### src/rtl/hazard_pipe_ctrl_if.sv
// Bundle of fetch-side inputs and MW-stage / hazard outputs for hazard_pipe_ctrl.
// The master side drives the instruction and controls; the slave side is the controller.
interface hazard_pipe_if #(
  parameter int XLEN  = 32,
  parameter int CNT_W = 16
);
  logic [XLEN-1:0]  inst_f;
  logic             reg_wr;
  logic [1:0]       wb_sel;
  logic             br_taken;
  logic             reg_wr_mw;
  logic [1:0]       wb_sel_mw;
  logic [2:0]       funct3_mw;
  logic [6:0]       opcode_mw;
  logic [4:0]       rd_mw;
  logic             fwd_a;
  logic             fwd_b;
  logic             stall_f;
  logic             flush_f;
  logic [CNT_W-1:0] bubble_cnt;

  modport master (
    output inst_f, reg_wr, wb_sel, br_taken,
    input  reg_wr_mw, wb_sel_mw, funct3_mw, opcode_mw, rd_mw,
    input  fwd_a, fwd_b, stall_f, flush_f, bubble_cnt
  );

  modport slave (
    input  inst_f, reg_wr, wb_sel, br_taken,
    output reg_wr_mw, wb_sel_mw, funct3_mw, opcode_mw, rd_mw,
    output fwd_a, fwd_b, stall_f, flush_f, bubble_cnt
  );
endinterface

### src/rtl/hazard_pipe_ctrl.sv
// MW pipeline register with MW->EX forwarding, load-use stall and branch flush control.
// Bubbles zero the MW register; a saturating counter tracks how many were inserted.
module hazard_pipe_ctrl #(
  parameter int XLEN        = 32,
  parameter int LOAD_LAT    = 1,
  parameter int FLUSH_DEPTH = 1,
  parameter int CNT_W       = 16
) (
  input logic          clk,
  input logic          rst,
  hazard_pipe_if.slave bus
);
  localparam int MAX_DEPTH = (LOAD_LAT > FLUSH_DEPTH) ? LOAD_LAT : FLUSH_DEPTH;
  localparam int CW        = $clog2(MAX_DEPTH + 1);

  localparam logic [6:0] OP_LUI   = 7'b0110111;
  localparam logic [6:0] OP_AUIPC = 7'b0010111;
  localparam logic [6:0] OP_JAL   = 7'b1101111;
  localparam logic [6:0] OP_REG   = 7'b0110011;
  localparam logic [6:0] OP_STORE = 7'b0100011;
  localparam logic [6:0] OP_BR    = 7'b1100011;
  localparam logic [1:0] WB_LOAD  = 2'b10;

  typedef enum logic [1:0] {IDLE, STALL, FLUSH} state_t;

  state_t           state_q, state_d;
  logic [CW-1:0]    cnt_q, cnt_d;
  logic             reg_wr_mw_q, reg_wr_mw_d;
  logic [1:0]       wb_sel_mw_q, wb_sel_mw_d;
  logic [2:0]       funct3_mw_q, funct3_mw_d;
  logic [6:0]       opcode_mw_q, opcode_mw_d;
  logic [4:0]       rd_mw_q, rd_mw_d;
  logic [CNT_W-1:0] bubble_cnt_q, bubble_cnt_d;

  logic       stall_c, flush_c, bubble_c;
  logic       rs1_used, rs2_used, match_1, match_2, load_use;
  logic [4:0] rs1, rs2;
  logic [6:0] opcode_f;
  logic       unused_inst_bits;

  assign opcode_f         = bus.inst_f[6:0];
  assign rs1              = bus.inst_f[19:15];
  assign rs2              = bus.inst_f[24:20];
  assign unused_inst_bits = ^bus.inst_f[XLEN-1:25];

  assign rs1_used = !((opcode_f == OP_LUI) || (opcode_f == OP_AUIPC) || (opcode_f == OP_JAL));
  assign rs2_used = (opcode_f == OP_REG) || (opcode_f == OP_STORE) || (opcode_f == OP_BR);
  assign match_1  = reg_wr_mw_q && (rd_mw_q != 5'd0) && (rd_mw_q == rs1) && rs1_used;
  assign match_2  = reg_wr_mw_q && (rd_mw_q != 5'd0) && (rd_mw_q == rs2) && rs2_used;
  assign load_use = (match_1 || match_2) && (wb_sel_mw_q == WB_LOAD);

  // Next-state and per-cycle stall/flush/bubble decisions; br_taken outranks load-use.
  always_comb begin
    state_d  = state_q;
    cnt_d    = cnt_q;
    stall_c  = 1'b0;
    flush_c  = 1'b0;
    bubble_c = 1'b0;
    case (state_q)
      IDLE, STALL: begin
        if (bus.br_taken) begin
          flush_c  = 1'b1;
          bubble_c = 1'b1;
          if (FLUSH_DEPTH > 1) begin
            state_d = FLUSH;
            cnt_d   = CW'(FLUSH_DEPTH - 1);
          end else begin
            state_d = IDLE;
            cnt_d   = '0;
          end
        end else if (state_q == STALL) begin
          stall_c  = 1'b1;
          bubble_c = 1'b1;
          cnt_d    = cnt_q - CW'(1);
          if (cnt_q == CW'(1)) state_d = IDLE;
        end else if (load_use) begin
          stall_c  = 1'b1;
          bubble_c = 1'b1;
          if (LOAD_LAT > 1) begin
            state_d = STALL;
            cnt_d   = CW'(LOAD_LAT - 1);
          end
        end
      end
      FLUSH: begin
        flush_c  = 1'b1;
        bubble_c = 1'b1;
        if (bus.br_taken) begin
          if (FLUSH_DEPTH > 1) begin
            cnt_d = CW'(FLUSH_DEPTH - 1);
          end else begin
            state_d = IDLE;
            cnt_d   = '0;
          end
        end else begin
          cnt_d = cnt_q - CW'(1);
          if (cnt_q == CW'(1)) state_d = IDLE;
        end
      end
      default: begin
        state_d = IDLE;
        cnt_d   = '0;
      end
    endcase
  end

  always_comb begin
    reg_wr_mw_d  = 1'b0;
    wb_sel_mw_d  = 2'b00;
    funct3_mw_d  = 3'd0;
    opcode_mw_d  = 7'd0;
    rd_mw_d      = 5'd0;
    bubble_cnt_d = bubble_cnt_q;
    if (!bubble_c) begin
      reg_wr_mw_d = bus.reg_wr;
      wb_sel_mw_d = bus.wb_sel;
      funct3_mw_d = bus.inst_f[14:12];
      opcode_mw_d = opcode_f;
      rd_mw_d     = bus.inst_f[11:7];
    end else if (bubble_cnt_q != {CNT_W{1'b1}}) begin
      bubble_cnt_d = bubble_cnt_q + CNT_W'(1);
    end
  end

  always_ff @(posedge clk) begin
    if (rst) begin
      state_q      <= IDLE;
      cnt_q        <= '0;
      reg_wr_mw_q  <= 1'b0;
      wb_sel_mw_q  <= 2'b00;
      funct3_mw_q  <= 3'd0;
      opcode_mw_q  <= 7'd0;
      rd_mw_q      <= 5'd0;
      bubble_cnt_q <= '0;
    end else begin
      state_q      <= state_d;
      cnt_q        <= cnt_d;
      reg_wr_mw_q  <= reg_wr_mw_d;
      wb_sel_mw_q  <= wb_sel_mw_d;
      funct3_mw_q  <= funct3_mw_d;
      opcode_mw_q  <= opcode_mw_d;
      rd_mw_q      <= rd_mw_d;
      bubble_cnt_q <= bubble_cnt_d;
    end
  end

  // Forwarding is suppressed whenever the current instruction is being held or killed.
  assign bus.stall_f    = stall_c && !rst;
  assign bus.flush_f    = flush_c && !rst;
  assign bus.fwd_a      = match_1 && (wb_sel_mw_q != WB_LOAD) && !stall_c && !flush_c && !rst;
  assign bus.fwd_b      = match_2 && (wb_sel_mw_q != WB_LOAD) && !stall_c && !flush_c && !rst;
  assign bus.reg_wr_mw  = reg_wr_mw_q;
  assign bus.wb_sel_mw  = wb_sel_mw_q;
  assign bus.funct3_mw  = funct3_mw_q;
  assign bus.opcode_mw  = opcode_mw_q;
  assign bus.rd_mw      = rd_mw_q;
  assign bus.bubble_cnt = bubble_cnt_q;
endmodule

### src/flat_wrapper.sv
// flat-port wrapper written by rule: the top's interface ports become plain ports
module hazard_pipe_ctrl_flat 
#(
  parameter int XLEN        = 32,
  parameter int LOAD_LAT    = 1,
  parameter int FLUSH_DEPTH = 1,
  parameter int CNT_W       = 16
)
  (clk, rst, bus_inst_f, bus_reg_wr, bus_wb_sel, bus_br_taken, bus_reg_wr_mw, bus_wb_sel_mw, bus_funct3_mw, bus_opcode_mw, bus_rd_mw, bus_fwd_a, bus_fwd_b, bus_stall_f, bus_flush_f, bus_bubble_cnt);
  hazard_pipe_if #(.XLEN(XLEN), .CNT_W(CNT_W)) bus_i ();
  input logic clk;
  input logic rst;
  input wire logic [$bits(bus_i.inst_f)-1:0] bus_inst_f;
  input wire logic [$bits(bus_i.reg_wr)-1:0] bus_reg_wr;
  input wire logic [$bits(bus_i.wb_sel)-1:0] bus_wb_sel;
  input wire logic [$bits(bus_i.br_taken)-1:0] bus_br_taken;
  output wire logic [$bits(bus_i.reg_wr_mw)-1:0] bus_reg_wr_mw;
  output wire logic [$bits(bus_i.wb_sel_mw)-1:0] bus_wb_sel_mw;
  output wire logic [$bits(bus_i.funct3_mw)-1:0] bus_funct3_mw;
  output wire logic [$bits(bus_i.opcode_mw)-1:0] bus_opcode_mw;
  output wire logic [$bits(bus_i.rd_mw)-1:0] bus_rd_mw;
  output wire logic [$bits(bus_i.fwd_a)-1:0] bus_fwd_a;
  output wire logic [$bits(bus_i.fwd_b)-1:0] bus_fwd_b;
  output wire logic [$bits(bus_i.stall_f)-1:0] bus_stall_f;
  output wire logic [$bits(bus_i.flush_f)-1:0] bus_flush_f;
  output wire logic [$bits(bus_i.bubble_cnt)-1:0] bus_bubble_cnt;
  assign bus_i.inst_f = bus_inst_f;
  assign bus_i.reg_wr = bus_reg_wr;
  assign bus_i.wb_sel = bus_wb_sel;
  assign bus_i.br_taken = bus_br_taken;
  assign bus_reg_wr_mw = bus_i.reg_wr_mw;
  assign bus_wb_sel_mw = bus_i.wb_sel_mw;
  assign bus_funct3_mw = bus_i.funct3_mw;
  assign bus_opcode_mw = bus_i.opcode_mw;
  assign bus_rd_mw = bus_i.rd_mw;
  assign bus_fwd_a = bus_i.fwd_a;
  assign bus_fwd_b = bus_i.fwd_b;
  assign bus_stall_f = bus_i.stall_f;
  assign bus_flush_f = bus_i.flush_f;
  assign bus_bubble_cnt = bus_i.bubble_cnt;
  hazard_pipe_ctrl #(.XLEN(XLEN), .LOAD_LAT(LOAD_LAT), .FLUSH_DEPTH(FLUSH_DEPTH), .CNT_W(CNT_W)) u_core (.clk(clk), .rst(rst), .bus(bus_i));
endmodule
### config.mk
export PLATFORM = sky130hd
export DESIGN_NAME = hazard_pipe_ctrl_flat
export DESIGN_NICKNAME = d
export VERILOG_FILES = /design/src/rtl/hazard_pipe_ctrl_if.sv /design/src/rtl/hazard_pipe_ctrl.sv /design/src/flat_wrapper.sv
export SDC_FILE = /design/constraint.sdc
export NUM_CORES = 1
export LEC_CHECK = 0
export CORE_AREA = 10 10 75 77
export CTS_CLUSTER_SIZE = 30
export DETAILED_ROUTE_END_ITERATION = 8
export DIE_AREA = 0 0 85 87
export PLACE_DENSITY = 0.87
export SYNTH_ARGS = -nofsm -noshare
export SYNTH_HDL_FRONTEND = slang
export SYNTH_SLANG_ARGS = --single-unit
### constraint.sdc
create_clock -name clk -period 2.7 [get_ports clk]
set_input_delay 0.675 -clock clk [delete_from_list [all_inputs] [get_ports clk]]
set_output_delay 0.675 -clock clk [all_outputs]
set_load 0.1 [all_outputs]
==> parameters.txt, run 1 <==
Parameter                              Value

Setup path
  Setup crit start kind    input port
  Reg-to-reg critical path startpoint    u_core.bus.rd_mw[0]$_SDFF_PP0_
  Worst setup startpoint    bus_inst_f[2]
  Category of the critical setup timing path    in -> out
  Required time of the worst setup path    2.03 ns
  Data arrival at the endpoint of the critical path    2.12 ns
  Sort of element at the end of the critical path    output pin
  Critical path peak fanout    2

Routing
  Count of vias placed by the detailed router    1694
  Post-DR wirelength/cell    15.43 um
  Number of detailed-routing iterations run before antenna repair    4
  1st-iter DRT viols    48
  ANT nets after route    0
  Detailed-route vias per instance    5.012
  Drt drc    0
  Final WL    5216 um

Timing
  Slew Viols, Final    0
  Final hold slack    0.5397 ns
  Count of endpoints failing setup in the final report    1
  Largest clock skew in the final design    0.008704 ns
  Highest clock rate    357.9 MHz
  Setup slack of the critical path after layout    -0.09382 ns
  Relative max-transition margin    0.4171
  Final hold violation count    0
  Post-route clock period utilization    1.035
  Worst-margin pin slew    0.8728 ns
  Shortest period the worst path allows    2.794 ns
  Setup repair after global routing missed its margin    true

Cells and area
  Cell Count, Final, Fillers Out    338
  Core occupancy in the finished layout    0.6811
  FILL cells    326
  Sequential cell area    691.9 um2
  Final net count    324
  Synthesis-to-layout area growth    68.00%
  Fraction of layout cells with a size suffix above 1    0.4965
  Combined area of the multi-input logic cells    1132 um2
  Diode insertion count for antenna repair    0

Logic synthesis
  Yosys top cell area share    0.3965
  Share of flip-flops with an asynchronous set or reset    0
  Synth unique cells    43
  Top cells by area, synth    dfxtp_1, mux2_4, and2_1
  Largest area contributor in the netlist    dfxtp_1
  Post-synthesis instance area    1717 um2
  Most used flip-flop cell after synthesis    dfxtp_1
  Post-synthesis average cell area    9.484 um2
  Post-Synthesis Net Count    220
  Cell count after synthesis    181
  Number of flops mapped to enable cells by yosys    0
  Syn. warnings    0
  Number of synthesized register bits    34
  Share of the yosys chip area belonging to registers    0.3965

Global route
  Wire length of the first global-routing pass    8038 um
  Antenna violations before repair    0
  Largest net degree at the start of global routing    26
  GRT Total Usage    0.1318
  Aggregate global routing overflow    0
  Vias in the first global route    1773

Floorplan
  Die span in y    87 um
  IO Pins    76
  Placeable Area    4234 um2
  Horizontal die dimension    85 um
  Total die area    7395 um2
  Standard-cell rows    24
  Starting density of the core    0.4054

Clocking
  Clock network latency to the later pin of the worst-skew pair    0.29 ns
  Cts hold-fix bufs    0
  CTS tree    built
  Clock sink total    34
  Maximum level of the CTS H-tree    2
  Clk buf depth    2
  Master cell of the clock root buffer    clkbuf_8
  CTS clock-pin slew for the worst setup and hold paths    0.06 ns
  Total CTS buffers    5

Power
  Worst vdd ir    0.0003480 V
  Leakage power    0.001265 uW
  Power density relative to cell area    422.4 nW/um2

Worst hold path
  Worst hold path type    reg -> reg
  Launch point of the worst hold path    u_core.bus.bubble_cnt[1]$_SDFFE_PP0P_

Status
  Failing checks    negative setup slack
  Status    complete, but fails checks

Flow run
  Number of max-capacitance violations reported    0

Placement
  Number of input and output port buffers inserted    68
  Cells after DPL    313
  HPWL after detailed placement    3791 um
  RePlAce Congestion    0.7458
[per-stage QoR]
stage / instance area [um2] / TNS [ns] / setup WS (ns) / total power [uW]
finish: 2884 / -0.09382 / -0.09382 / 1218
global route: 2884 / -0.1889 / -0.1511 / 1266
CTS: 2774 / -0.1059 / -0.1059 / 1206
detailed placement: 2580 / -11.29 / -0.5282 / 800.0
global placement: 2580 / -9.543 / -0.4876 / 794.1
floorplan: 1789 / -0.4651 / -0.3912 / 699.0
[cells by family after synthesis]
group | Yosys count | synth area share
and+or+nand+nor | 101 | 0.3499
muxes | 9 | 0.07653
adders and majority gates | 1 | 0.007287
xor gates and xnor gates | 10 | 0.05102
DFF | 34 | 0.3965
buffers and inverters | 8 | 0.03134
AOI/OAI and AO/OA | 18 | 0.08747
[registers in the layout, indices dropped and copies added (netlist names)]
name / cells
u_core.bus.bubble_cnt: 16
u_core.bus.rd_mw: 5
u_core.bus.funct3_mw: 3
u_core.bus.wb_sel_mw: 2
u_core.bus.reg_wr_mw: 1
u_core.bus.opcode_mw: 7
[final cells by class]
type                    count  share of cell area
repair buffers            103              0.3106
multi-input cells         139              0.3926
well taps                  52             0.02256
clock inverters             1            0.001735
inverters                   2            0.002603
flip-flops and latches     34              0.2399
clock buffers               7             0.02993
[critical path, stage by stage]
cell and delay, ns:
buf_6 0.09, and4b_1 0.28, nand2_1 0.07, or3_4 0.33, a21oi_2 0.15, nand2_1 0.10, nor3_4 0.23, buf_12 0.20
[worst paths after layout]
| check | endpoint | slack [ns] | cells after the start |
|---|---|---|---|
| hold / removal | u_core.bus.bubble_cnt[1]$_SDFFE_PP0P_ | 0.54 | 2 |
| hold reg to reg | u_core.bus.bubble_cnt[1]$_SDFFE_PP0P_ | 0.54 | 2 |
| setup / recovery | bus_stall_f | -0.09 | 8 |
| setup reg to reg | u_core.bus.rd_mw[3]$_SDFF_PP0_ | 0.15 | 7 |
[cell usage after synthesis, types with 2 or more instances]
master,instances
or4_1,2
or3_1,2
o21ai_0,2
nor2_2,2
nand4_1,3
and4b_1,2
nor4_1,3
nand2b_1,4
nor2_1,14
nor3_1,5
o21bai_1,2
nand3_1,10
nand2_1,12
clkbuf_1,3
inv_1,2
nor2b_1,10
xor2_1,3
and2_1,18
buf_4,2
xnor2_1,7
nor3_2,5
and4_1,3
dfxtp_1,34
mux2_4,8
a21oi_1,5
[per-layer routing]
layer | up-vias | global-route usage | share of wire
met5 | - | 0 | 0
met4 | 0 | 0.04491 | 0.017
met3 | 10 | 0.07303 | 0.091
met2 | 58 | 0.2221 | 0.50
met1 | 787 | 0.1356 | 0.39
li1 | 839 | - | -
[cells in the final DEF (no fill, tap or decap), drive strengths merged]
cell type	instances
a211oi	1
a21oi	5
and2	18
and4	3
and4b	2
buf	84
clkbuf	11
clkdlybuf4s50	13
clkinv	1
dfxtp	34
dlymetal6s2s	2
ha	1
inv	2
mux2	9
nand2	12
nand2b	4
nand3	10
nand3b	1
nand4	3
nor2	16
nor2b	10
nor3	10
nor3b	2
nor4	3
nor4b	1
o2111ai	1
o211a	1
o21a	1
o21ai	3
o21bai	2
o31a	2
o31ai	1
o41a	1
or2	1
or3	2
or4	3
xnor2	7
xor2	3
[report_power, final]
part           switching [uW]  internal (uW)  leakage [uW]
sequential               12.9            515      0.000280
combinational             173            125      0.000937
clock                     186            206     0.0000482
total                     372            846       0.00126
[timing repair]
action	in CTS	in global routing
pin swaps	18	18
buffers inserted	15	2
resized for setup	51	33
setup endpoints to repair	14	31
(Power assumes the default switching activity.)
==> run 2: changes to the inputs <==
--- a/config.mk
+++ b/config.mk
@@ -5,6 +5,7 @@
 export SDC_FILE = /design/constraint.sdc
 export NUM_CORES = 1
 export LEC_CHECK = 0
+export CAP_MARGIN = 25
 export CORE_AREA = 10 10 75 77
 export CTS_CLUSTER_SIZE = 30
 export DETAILED_ROUTE_END_ITERATION = 8
==> results of run 2 <==
No change in the layout: final DEF, timing and power equal those of run 1.
==> run 3: changes to the inputs <==
--- a/config.mk
+++ b/config.mk
@@ -5,7 +5,7 @@
 export SDC_FILE = /design/constraint.sdc
 export NUM_CORES = 1
 export LEC_CHECK = 0
-export CAP_MARGIN = 25
+export CAP_MARGIN = 15
 export CORE_AREA = 10 10 75 77
 export CTS_CLUSTER_SIZE = 30
 export DETAILED_ROUTE_END_ITERATION = 8
==> results of run 3 <==
No change in the layout: final DEF, timing and power equal those of run 1.
